--- config.mk ---
export PLATFORM = sky130hd
export DESIGN_NAME = fetch_controller
export DESIGN_NICKNAME = d
export VERILOG_FILES = /design/src/rtl/fetch_controller_pkg.sv /design/src/rtl/fetch_timeout_counter.sv /design/src/rtl/fetch_controller.sv
export SDC_FILE = /design/constraint.sdc
export NUM_CORES = 1
export LEC_CHECK = 0
export ABC_CLOCK_PERIOD_IN_PS = 2140
export CORE_ASPECT_RATIO = 1.5
export CORE_MARGIN = 2
export CORE_UTILIZATION = 35
export DETAILED_ROUTE_END_ITERATION = 12
export GPL_TIMING_DRIVEN = 0
export PLACE_DENSITY_LB_ADDON = 0.3
export RECOVER_POWER = 100
export SLEW_MARGIN = 20
export SYNTH_ARGS = -nofsm -noshare
export SYNTH_HDL_FRONTEND = slang
export SYNTH_SLANG_ARGS = --single-unit
--- constraint.sdc ---
create_clock -name clk_i -period 2.14 [get_ports clk_i]
set_clock_uncertainty 0.05 [all_clocks]
set_input_delay 0.214 -clock clk_i [delete_from_list [all_inputs] [get_ports clk_i]]
set_output_delay 0.214 -clock clk_i [all_outputs]
set_load 0.03 [all_outputs]
--- src/rtl/fetch_controller_pkg.sv ---
// Shared types and constants for the instruction fetch controller.
package fetch_controller_pkg;

    typedef enum logic [2:0] {
        ST_BOOT,
        ST_REQ,
        ST_WAIT,
        ST_HOLD,
        ST_HALT
    } fetch_state_e;

    localparam logic [31:0] TRAP_VEC_DEFAULT     = 32'h0000_0100;
    localparam int unsigned IMEM_TIMEOUT_DEFAULT = 16;
    localparam logic [31:0] INSTR_BYTES          = 32'd4;

endpackage

--- src/rtl/fetch_timeout_counter.sv ---
// Counts consecutive cycles spent waiting on the instruction memory and
// flags the cycle in which the wait budget is used up.
module fetch_timeout_counter #(
    parameter int unsigned LIMIT = 16
) (
    input  logic clk_i,
    input  logic rst_n,
    input  logic clear_i,
    input  logic enable_i,
    output logic expire_o
);

    localparam int unsigned CW = $clog2(LIMIT) + 1;
    localparam logic [CW-1:0] LAST = CW'(LIMIT - 1);

    logic [CW-1:0] count_q, count_d;

    // Saturating count so a wait extended by a redirect keeps expiring.
    always_comb begin
        count_d = count_q;
        if (clear_i) begin
            count_d = '0;
        end else if (enable_i && (count_q != LAST)) begin
            count_d = count_q + CW'(1);
        end
    end

    // Count register.
    always_ff @(posedge clk_i or negedge rst_n) begin
        if (!rst_n) begin
            count_q <= '0;
        end else begin
            count_q <= count_d;
        end
    end

    assign expire_o = enable_i && !clear_i && (count_q == LAST);

endmodule

--- src/rtl/fetch_controller.sv ---
// Instruction fetch sequencer: requests the word at the current PC, holds
// it for decode, and steers PC loads for sequential flow, redirects, traps
// and memory timeouts.
//
// state | meaning
// BOOT  | first cycle after reset, no request
// REQ   | fetch request driven at curr_pc_i, waiting for grant
// WAIT  | granted, waiting for rvalid (kill set: response will be dropped)
// HOLD  | instruction presented to decode until accepted
// HALT  | fetch stopped until halt_i drops or a redirect/trap arrives
module fetch_controller
    import fetch_controller_pkg::*;
#(
    parameter logic [31:0] TRAP_VEC     = TRAP_VEC_DEFAULT,
    parameter int unsigned IMEM_TIMEOUT = IMEM_TIMEOUT_DEFAULT
) (
    input  logic        clk_i,
    input  logic        rst_n,
    input  logic [31:0] curr_pc_i,
    output logic        pc_en_o,
    output logic [31:0] next_pc_o,
    output logic        imem_req_o,
    output logic [31:0] imem_addr_o,
    input  logic        imem_gnt_i,
    input  logic        imem_rvalid_i,
    input  logic [31:0] imem_rdata_i,
    output logic        instr_valid_o,
    output logic [31:0] instr_o,
    output logic [31:0] instr_pc_o,
    input  logic        instr_ready_i,
    input  logic        redirect_i,
    input  logic [31:0] redirect_pc_i,
    input  logic        trap_i,
    input  logic        halt_i,
    output logic        misalign_o,
    output logic        bus_err_o
);

    fetch_state_e state_q, state_d;
    logic         kill_q, kill_d;
    logic [31:0]  instr_q, instr_d;
    logic [31:0]  instr_pc_q, instr_pc_d;
    logic         tmo_expire;

    logic         flush;
    logic         flush_mis;
    logic [31:0]  flush_pc;

    // Trap beats redirect; a misaligned redirect degrades into a trap.
    assign flush     = trap_i || redirect_i;
    assign flush_mis = !trap_i && redirect_i && (redirect_pc_i[1:0] != 2'b00);
    assign flush_pc  = (trap_i || flush_mis) ? TRAP_VEC : redirect_pc_i;

    fetch_timeout_counter #(
        .LIMIT (IMEM_TIMEOUT)
    ) u_timeout (
        .clk_i    (clk_i),
        .rst_n    (rst_n),
        .clear_i  (state_q != ST_WAIT),
        .enable_i (state_q == ST_WAIT),
        .expire_o (tmo_expire)
    );

    // Next-state and Mealy outputs; flushes win over everything except BOOT.
    always_comb begin
        state_d    = state_q;
        kill_d     = kill_q;
        instr_d    = instr_q;
        instr_pc_d = instr_pc_q;
        pc_en_o    = 1'b0;
        next_pc_o  = curr_pc_i + INSTR_BYTES;
        misalign_o = 1'b0;
        bus_err_o  = 1'b0;
        imem_req_o = 1'b0;

        case (state_q)
            ST_BOOT: begin
                state_d = ST_REQ;
            end
            ST_REQ: begin
                imem_req_o = 1'b1;
                if (flush) begin
                    pc_en_o    = 1'b1;
                    next_pc_o  = flush_pc;
                    misalign_o = flush_mis;
                    // A grant in the flush cycle still yields a response; drop it.
                    if (imem_gnt_i) begin
                        state_d = ST_WAIT;
                        kill_d  = 1'b1;
                    end
                end else if (imem_gnt_i) begin
                    state_d = ST_WAIT;
                    kill_d  = 1'b0;
                end
            end
            ST_WAIT: begin
                if (flush) begin
                    pc_en_o    = 1'b1;
                    next_pc_o  = flush_pc;
                    misalign_o = flush_mis;
                    if (imem_rvalid_i) begin
                        state_d = ST_REQ;
                        kill_d  = 1'b0;
                    end else begin
                        kill_d  = 1'b1;
                    end
                end else if (imem_rvalid_i) begin
                    kill_d = 1'b0;
                    if (kill_q) begin
                        state_d = ST_REQ;
                    end else begin
                        state_d    = ST_HOLD;
                        instr_d    = imem_rdata_i;
                        instr_pc_d = curr_pc_i;
                    end
                end else if (tmo_expire) begin
                    bus_err_o = 1'b1;
                    pc_en_o   = 1'b1;
                    next_pc_o = TRAP_VEC;
                    kill_d    = 1'b0;
                    state_d   = ST_REQ;
                end
            end
            ST_HOLD: begin
                if (flush) begin
                    pc_en_o    = 1'b1;
                    next_pc_o  = flush_pc;
                    misalign_o = flush_mis;
                    state_d    = ST_REQ;
                end else if (instr_ready_i) begin
                    pc_en_o = 1'b1;
                    state_d = halt_i ? ST_HALT : ST_REQ;
                end
            end
            ST_HALT: begin
                if (flush) begin
                    pc_en_o    = 1'b1;
                    next_pc_o  = flush_pc;
                    misalign_o = flush_mis;
                    state_d    = ST_REQ;
                end else if (!halt_i) begin
                    state_d = ST_REQ;
                end
            end
            default: begin
                state_d = ST_BOOT;
            end
        endcase
    end

    // State, kill flag and held instruction registers.
    always_ff @(posedge clk_i or negedge rst_n) begin
        if (!rst_n) begin
            state_q    <= ST_BOOT;
            kill_q     <= 1'b0;
            instr_q    <= '0;
            instr_pc_q <= '0;
        end else begin
            state_q    <= state_d;
            kill_q     <= kill_d;
            instr_q    <= instr_d;
            instr_pc_q <= instr_pc_d;
        end
    end

    assign imem_addr_o   = curr_pc_i;
    assign instr_valid_o = (state_q == ST_HOLD);
    assign instr_o       = instr_q;
    assign instr_pc_o    = instr_pc_q;

endmodule

==> metrics.cfg, run 1 <==
[placed_design]
dpl.hpwl_mm = 11.10
dp.cells = 798
gp_congestion = 0.8193
port_buffers = 235

[floorplanning]
initial_core_util = 0.3556
fp.dieArea_mm2 = 0.01293
core.rowCount = 49
io-pin-count = 237
die_y_um = 138.3
coreArea_mm2 = 0.01183
dieWidth_um = 93.53

[final_layout]
diodes = 0
stdcell_count = 844
fillers = 901
areaGrowthSynthToFinish_pct = 90.84
layout-drive-gt1-share = 0.3951
layout.nets = 793

[worst_setup_path]
worstSetupPathType = reg -> out
r2r-start = state_q[0]
reg2regPathDepth = 6
start_kind = flop
cp.required_ps = 1880
cp_max_fo = 8
crit_start = u_timeout.count_q[1]
cp-end-kind = output pin
arrival_ps = 2160

[outcome]
outcome = finished, violations left
violations = negative setup slack

[detailed_routing]
routed-via-count = 4214
drcViolationCount = 0
dr.pass1.iters = 4
met1_length_mm = 5.354
ant_nets = 0
wl_per_cell_um = 17.97
dr.max_layer_used = met4
wl_met2_mm = 8.570
wl_met3_um = 895
routed_wl_mm = 15.17
drt-initial-drc-count = 121
routed_via_density = 4.993

[yosys]
syn_avg_cell_area_um2 = 10.29
yosys_most_used_dff = dfrtp_1
synth_compound_area_frac = 0.08147
yosys_warnings = 0
synth_top_cell_area_share = 0.4341
synth_nets = 516
synth_area_mm2 = 0.004208
yosys.area_share.adder = 0.008921
synth.area.mux_share = 0.1737
synth-simple-area-share = 0.1573
syn_inst = 409
synth_top_area_cell = dfrtp_1
synth_enable_flop_cells = 0
synth_cell_types = 44
synthTopCellsByCount = dfrtp_1, mux2_2, nand2_1
synth_xor_area_frac = 0.06244
ys_ff_latch = 73
synth_most_common_cell = dfrtp_1
synth-async-reset-ratio = 1.000
synth_top_family_by_area = multiplexers
yosysSeqAreaShare = 0.4341
synth.area.top_cells = dfrtp_1, mux2_2, buf_4

[cts]
clockBufferDepth = 2
clkTransAtPathRegs_ps = 60
ctsHtreeMaxLevel = 3
tritoncts = built
clkLatencyLatePin_ps = 330
clock-sinks = 73
cts_buffers = 9
cts-root-buf = clkbuf_16

[global_routing]
grt_pass1_wl_mm = 22.91
antenna_found_initial = 0
grt_pass1_vias = 4536
grt-ovfl-total = 0
grt_use_total = 0.2263
grt_max_degree = 59

[timing]
fin_hold_ws_ps = 239.4
finalHoldViolCount = 0
finalCritPeriodShare = 1.133
finalSetupViolCount = 34
slew_violations = 0
rsz0062_at_grt = true
slew_headroom = 0.3816
tightest_slew_ps = 927.6
setup_tns_ps = -6986
min_period_ps = 2425
worst_slack_ps = -285.4
fmaxAchievable_ghz = 0.4123

[job]
maxCapViolCount = 0

[power]
max-vdd-ir-drop_mv = 0.6982
p_per_area_mw_per_mm2 = 1152
totalPowerFinal_mw = 9.247
p_leak_nw = 3.683

[min_path]
worstHoldStart = curr_pc_i[23]
hold_depth = 2
hold_path.class = in -> reg

[per-layer routing]
metal	GRT usage	up-vias
met5	0	-
met4	0.07972	0
met3	0.04905	28
met2	0.4298	164
met1	0.2384	2082
li1	-	1940
[worst paths after layout]
path / endpoint / slack [ps]
worst min-delay path: instr_pc_o[23] / 240
worst min register to register: instr_pc_o[18] / 440
worst max register to register: instr_pc_o[28] / 30
worst max-delay path: next_pc_o[20] / -290
max in group asynchronous: state_q[2] / 240
min in group asynchronous: instr_pc_o[10] / 480
[power by group]
part	switching, mW	total (mW)	internal, mW
sequential	0.275	2.23	1.95
clock	0.590	1.49	0.900
combinational	3.07	5.53	2.46
[cell type report]
type                       instances  area [um^2]  area share
buffer                            51        447.9     0.05578
sequential                        73         1828      0.2276
inverter                           4        27.53    0.003428
multi-input combinational        278         2557      0.3185
timing repair buffer             269         2684      0.3342
tap                              153        191.4     0.02384
clock buffer                       9        225.2     0.02805
clock inverter                     7        68.82    0.008570
[state kept, by name, indices dropped and copies added (netlist names)]
| name | count |
|---|---|
| instr_o | 32 |
| instr_pc_o | 32 |
| state_q | 3 |
| u_timeout.count_q | 5 |
| kill_q | 1 |
[layout by cell type, fill, tap and decap left out, types with 8 or more instances in the layout]
cell and n:
o21ai_4 11, a21oi_2 8, clkbuf_16 14, buf_4 64, xnor2_1 10, clkdlybuf4s50_1 82
nand4_1 8, dfrtp_1 72, xor2_1 19, nand3_1 12, nor2_1 18, nand2_1 39
a211oi_4 11, mux2_2 64, dlygate4sd3_1 92, buf_6 33
[kinds of logic (layout without fill, tap and decap cells)]
kind of cell             Yosys count  count (layout)
multiplexers                      65              65
AO/OA/AOI/OAI                     56              56
AND/OR/NAND/NOR                  124             124
buffers and inverters             58             340
XOR/XNOR                          30              30
adder cells (fa/ha/maj)            3               3
flip-flops                        73              73
[per-stage QoR]
step / worst slack (ps) / cell area, um^2 / utilization
after floorplan: -60.51 / 4568 / -
after global placement: -1736 / 7112 / 0.6010
after detailed placement: -1391 / 7137 / 0.6032
after CTS: -317.3 / 7889 / 0.6667
after global routing: -347.5 / 8030 / 0.6787
final: -285.4 / 8030 / 0.6787
[worst max-delay path: stages, from the launching register on]
cell	delay [ps]
dfrtp_1	390
ha_2	190
and3_4	180
ha_4	150
and4b_1	200
buf_12	160
clkinv_8	50
nand2_8	60
clkbuf_16	170
o21ai_4	130
buf_6	150
[what timing repair did]
item / CTS / global route
pin swaps: 8 / 6
cloned: 2 / 0
setup buffers: 21 / 9
endpoints found under the setup margin: 74 / 74
hold buffers: 1 / 0
resized for setup: 324 / 38
endpoints found under the hold margin: 15 / 0
(Power assumes the default switching activity.)
==> inputs of run 2 (changes only) <==
--- a/config.mk
+++ b/config.mk
@@ -8,7 +8,7 @@
 export ABC_CLOCK_PERIOD_IN_PS = 2140
 export CORE_ASPECT_RATIO = 1.5
 export CORE_MARGIN = 2
-export CORE_UTILIZATION = 35
+export CORE_UTILIZATION = 36
 export DETAILED_ROUTE_END_ITERATION = 12
 export GPL_TIMING_DRIVEN = 0
 export PLACE_DENSITY_LB_ADDON = 0.3
@@ -16,4 +16,5 @@
 export SLEW_MARGIN = 20
 export SYNTH_ARGS = -nofsm -noshare
 export SYNTH_HDL_FRONTEND = slang
+export SYNTH_HIERARCHICAL = 1
 export SYNTH_SLANG_ARGS = --single-unit
==> run 2 against run 1 <==
  * The run still ends with negative setup slack left
  * Sequential share of layout area grew 0.20 points
  * Register-to-register slack got worse by 50 ps
  * Sequential power shrank 11%
  * Clock power about the same
  * Area after synthesis grew 2.6%
==> metrics.cfg, run 2 <==
[timing]
finalSetupViolCount = 44  ; +29%
slew_violations = 0  ; unchanged
setup_tns_ps = -19340  ; -12,360 ps
min_period_ps = 2795  ; +369.7 ps
slew_headroom = 0.2625  ; -0.1191
fmaxAchievable_ghz = 0.3578  ; -13%
tightest_slew_ps = 1106  ; +178.7 ps
finalCritPeriodShare = 1.306  ; +0.1728
finalHoldViolCount = 0  ; unchanged
worst_slack_ps = -655.1  ; -369.7 ps
rsz0062_at_grt = true

[worst_setup_path]
cp.required_ps = 1880  ; about the same
cp_max_fo = 5  ; -3
worstSetupPathType = reg -> out
arrival_ps = 2530  ; +370 ps
start_kind = flop
cp-end-kind = output pin

[global_routing]
grt_pass1_vias = 4588  ; +1.1%
antenna_found_initial = 0  ; unchanged
grt-ovfl-total = 0  ; unchanged
grt_pass1_wl_mm = 24.41  ; +6.5%
grt_max_degree = 55  ; -6.8%
grt_use_total = 0.2401  ; +0.01377

[final_layout]
stdcell_count = 846  ; +0.24%
layout-drive-gt1-share = 0.3853  ; -0.009798
seq_area_mm2 = 0.001828  ; unchanged
multiInputGateArea_mm2 = 0.002580  ; +0.88%
diodes = 0  ; unchanged
fillers = 903  ; +0.22%
layout.cells.most_common = clkdlybuf4s50_1
fin_util = 0.6727  ; -0.005922
layout.nets = 795  ; +0.25%
areaGrowthSynthToFinish_pct = 84.30
most-common-layout-cells = clkdlybuf4s50_1, dfrtp_1, buf_4, mux2_2, buf_6

[yosys]
synth_nets = 517  ; +0.19%
synth_enable_flop_cells = 0  ; unchanged
ys_ff_latch = 73  ; unchanged
synth_cell_types = 53  ; +20%
synth_most_common_cell = dfrtp_1
yosysSeqAreaShare = 0.4229  ; -0.01119
synth.area.top_cells = dfrtp_1, mux2_2, buf_4
synthTopCellsByCount = dfrtp_1, mux2_2, a21oi_1
synth_area_mm2 = 0.004319  ; +2.6%
syn_avg_cell_area_um2 = 10.53  ; +2.4%
synth_top_area_cell = dfrtp_1
yosys_most_used_dff = dfrtp_1
syn_inst = 410  ; +0.24%
synth-async-reset-ratio = 1.000  ; unchanged
yosys_warnings = 6  ; +6
synth_top_cell_area_share = 0.4229  ; -0.01119

[job]
maxCapViolCount = 0  ; unchanged

[detailed_routing]
met1_length_mm = 5.741  ; +7.2%
routed-via-count = 4327  ; +2.7%
routed_wl_mm = 15.48  ; +2.0%
drcViolationCount = 0  ; unchanged
routed_via_density = 5.115  ; +2.4%
dr.max_layer_used = met4
drt-initial-drc-count = 119  ; -1.7%
wl_met3_um = 974  ; +8.8%
dr.pass1.iters = 4  ; unchanged
ant_nets = 0  ; unchanged
wl_per_cell_um = 18.29  ; +1.8%
wl_met2_mm = 8.492  ; -0.91%

[floorplanning]
coreArea_mm2 = 0.01183  ; unchanged
dieWidth_um = 93.44  ; about the same
io-pin-count = 237  ; unchanged
die_y_um = 138.2  ; -0.10%
fp.dieArea_mm2 = 0.01291  ; -0.20%
initial_core_util = 0.3650  ; +0.009411
core.rowCount = 49  ; unchanged

[power]
max-vdd-ir-drop_mv = 0.6890  ; -1.3%
p_leak_nw = 3.437  ; -6.7%
totalPowerFinal_mw = 8.571  ; -7.3%
p_per_area_mw_per_mm2 = 1077  ; -6.5%

[placed_design]
dp.cells = 800  ; +0.25%
dpl.hpwl_mm = 11.64  ; +4.9%
gp_congestion = 0.8511  ; +3.9%
port_buffers = 236  ; +0.43%

[cts]
clock-sinks = 73  ; unchanged
clockBufferDepth = 2  ; unchanged
tritoncts = built
ctsHtreeMaxLevel = 3  ; unchanged
clkTransAtPathRegs_ps = 60  ; about the same
clkLatencyLatePin_ps = 330  ; about the same
cts-root-buf = clkbuf_16
cts_buffers = 9  ; unchanged

[min_path]
hold_path.class = in -> reg

[outcome]
violations = negative setup slack
outcome = finished, violations left

[run 2: cell count changes in the layout (fill, tap and decap cells not counted), moves of 9 or more]
cell,delta
clkdlybuf4s50_1,+110
dlygate4sd3_1,-90
mux2_2,-16
nand2_1,-16
a21oi_2,+10
mux2_4,+10
a211oi_4,-9
[run 2: layout make-up]
class,instances,area share
Inverter,9,0.004873
Buffer,47,0.05061
Clock inverter,5,0.006916
Tap cell,153,0.02405
Sequential cell,73,0.2296
Timing Repair Buffer,267,0.3293
Multi-Input combinational cell,281,0.3241
Clock buffer,11,0.03049
[run 2: what timing repair did]
| item | 4_1_cts | 5_1_grt |
|---|---|---|
| buffers inserted | 21 | 6 |
| hold buffers | 1 | 0 |
| resized for setup | 298 | 18 |
| hold endpoints to repair | 19 | 0 |
| gates cloned | 3 | 0 |
| setup endpoints to repair | 50 | 91 |
| pin swaps | 14 | 6 |
[run 2: critical path, stage by stage, from the launching register on]
cell	delay, ps
dfrtp_2	430
or3b_4	450
inv_4	80
nand2_4	50
nor2_4	120
inv_4	60
o31ai_4	220
a31oi_4	180
buf_6	180
a21oi_1	160
a21oi_1	90
buf_4	180
[run 2: report_power, final]
group,switching [mW],leakage (nW),internal [mW],total [mW]
registers,0.213,0.975,1.78,1.99
clock network,0.587,0.142,0.931,1.52
logic,2.77,2.32,2.29,5.06
total,3.57,3.44,5.00,8.57
[run 2: kinds of logic (layout without fill, tap and decap cells)]
kind of cell | Yosys count | count (layout) | synth area share
AOI/OAI and AO/OA | 70 | 70 | 0.09328
xor gates and xnor gates | 29 | 29 | 0.05881
adders and majority gates | 3 | 3 | 0.008692
buffers and inverters | 57 | 339 | 0.08777
DFF | 73 | 73 | 0.4229
muxes | 64 | 64 | 0.1750
and+or+nand+nor | 114 | 115 | 0.1535
[run 2: through the flow]
step	hold slack [ps]	area, um^2	setup slack [ps]
2_1_floorplan	-131.6	4577	-333.8
6_report	224.0	7960	-655.1
3_5_place_dp	72.60	7156	-1223
4_1_cts	263.8	7880	-642.6
3_3_place_gp	417.4	7131	-1759
5_1_grt	257.5	7960	-770.5
[run 2: routing by layer]
layer  global-route usage  vias up
li1                     -     1991
met1               0.2761     2157
met3              0.05886       19
met2               0.4373      160
met5                    0        -
met4              0.06192        0
[run 2: worst paths after layout]
check	start	end	slack [ps]	cells past startpoint
min in group asynchronous	rst_n	instr_pc_o[24]	560	2
min reg2reg	instr_pc_o[14]	instr_pc_o[14]	440	2
max in group asynchronous	rst_n	state_q[0]	150	3
min	curr_pc_i[3]	instr_pc_o[3]	220	2
max reg2reg	state_q[0]	instr_o[23]	-20	7
max	state_q[0]	next_pc_o[28]	-660	11
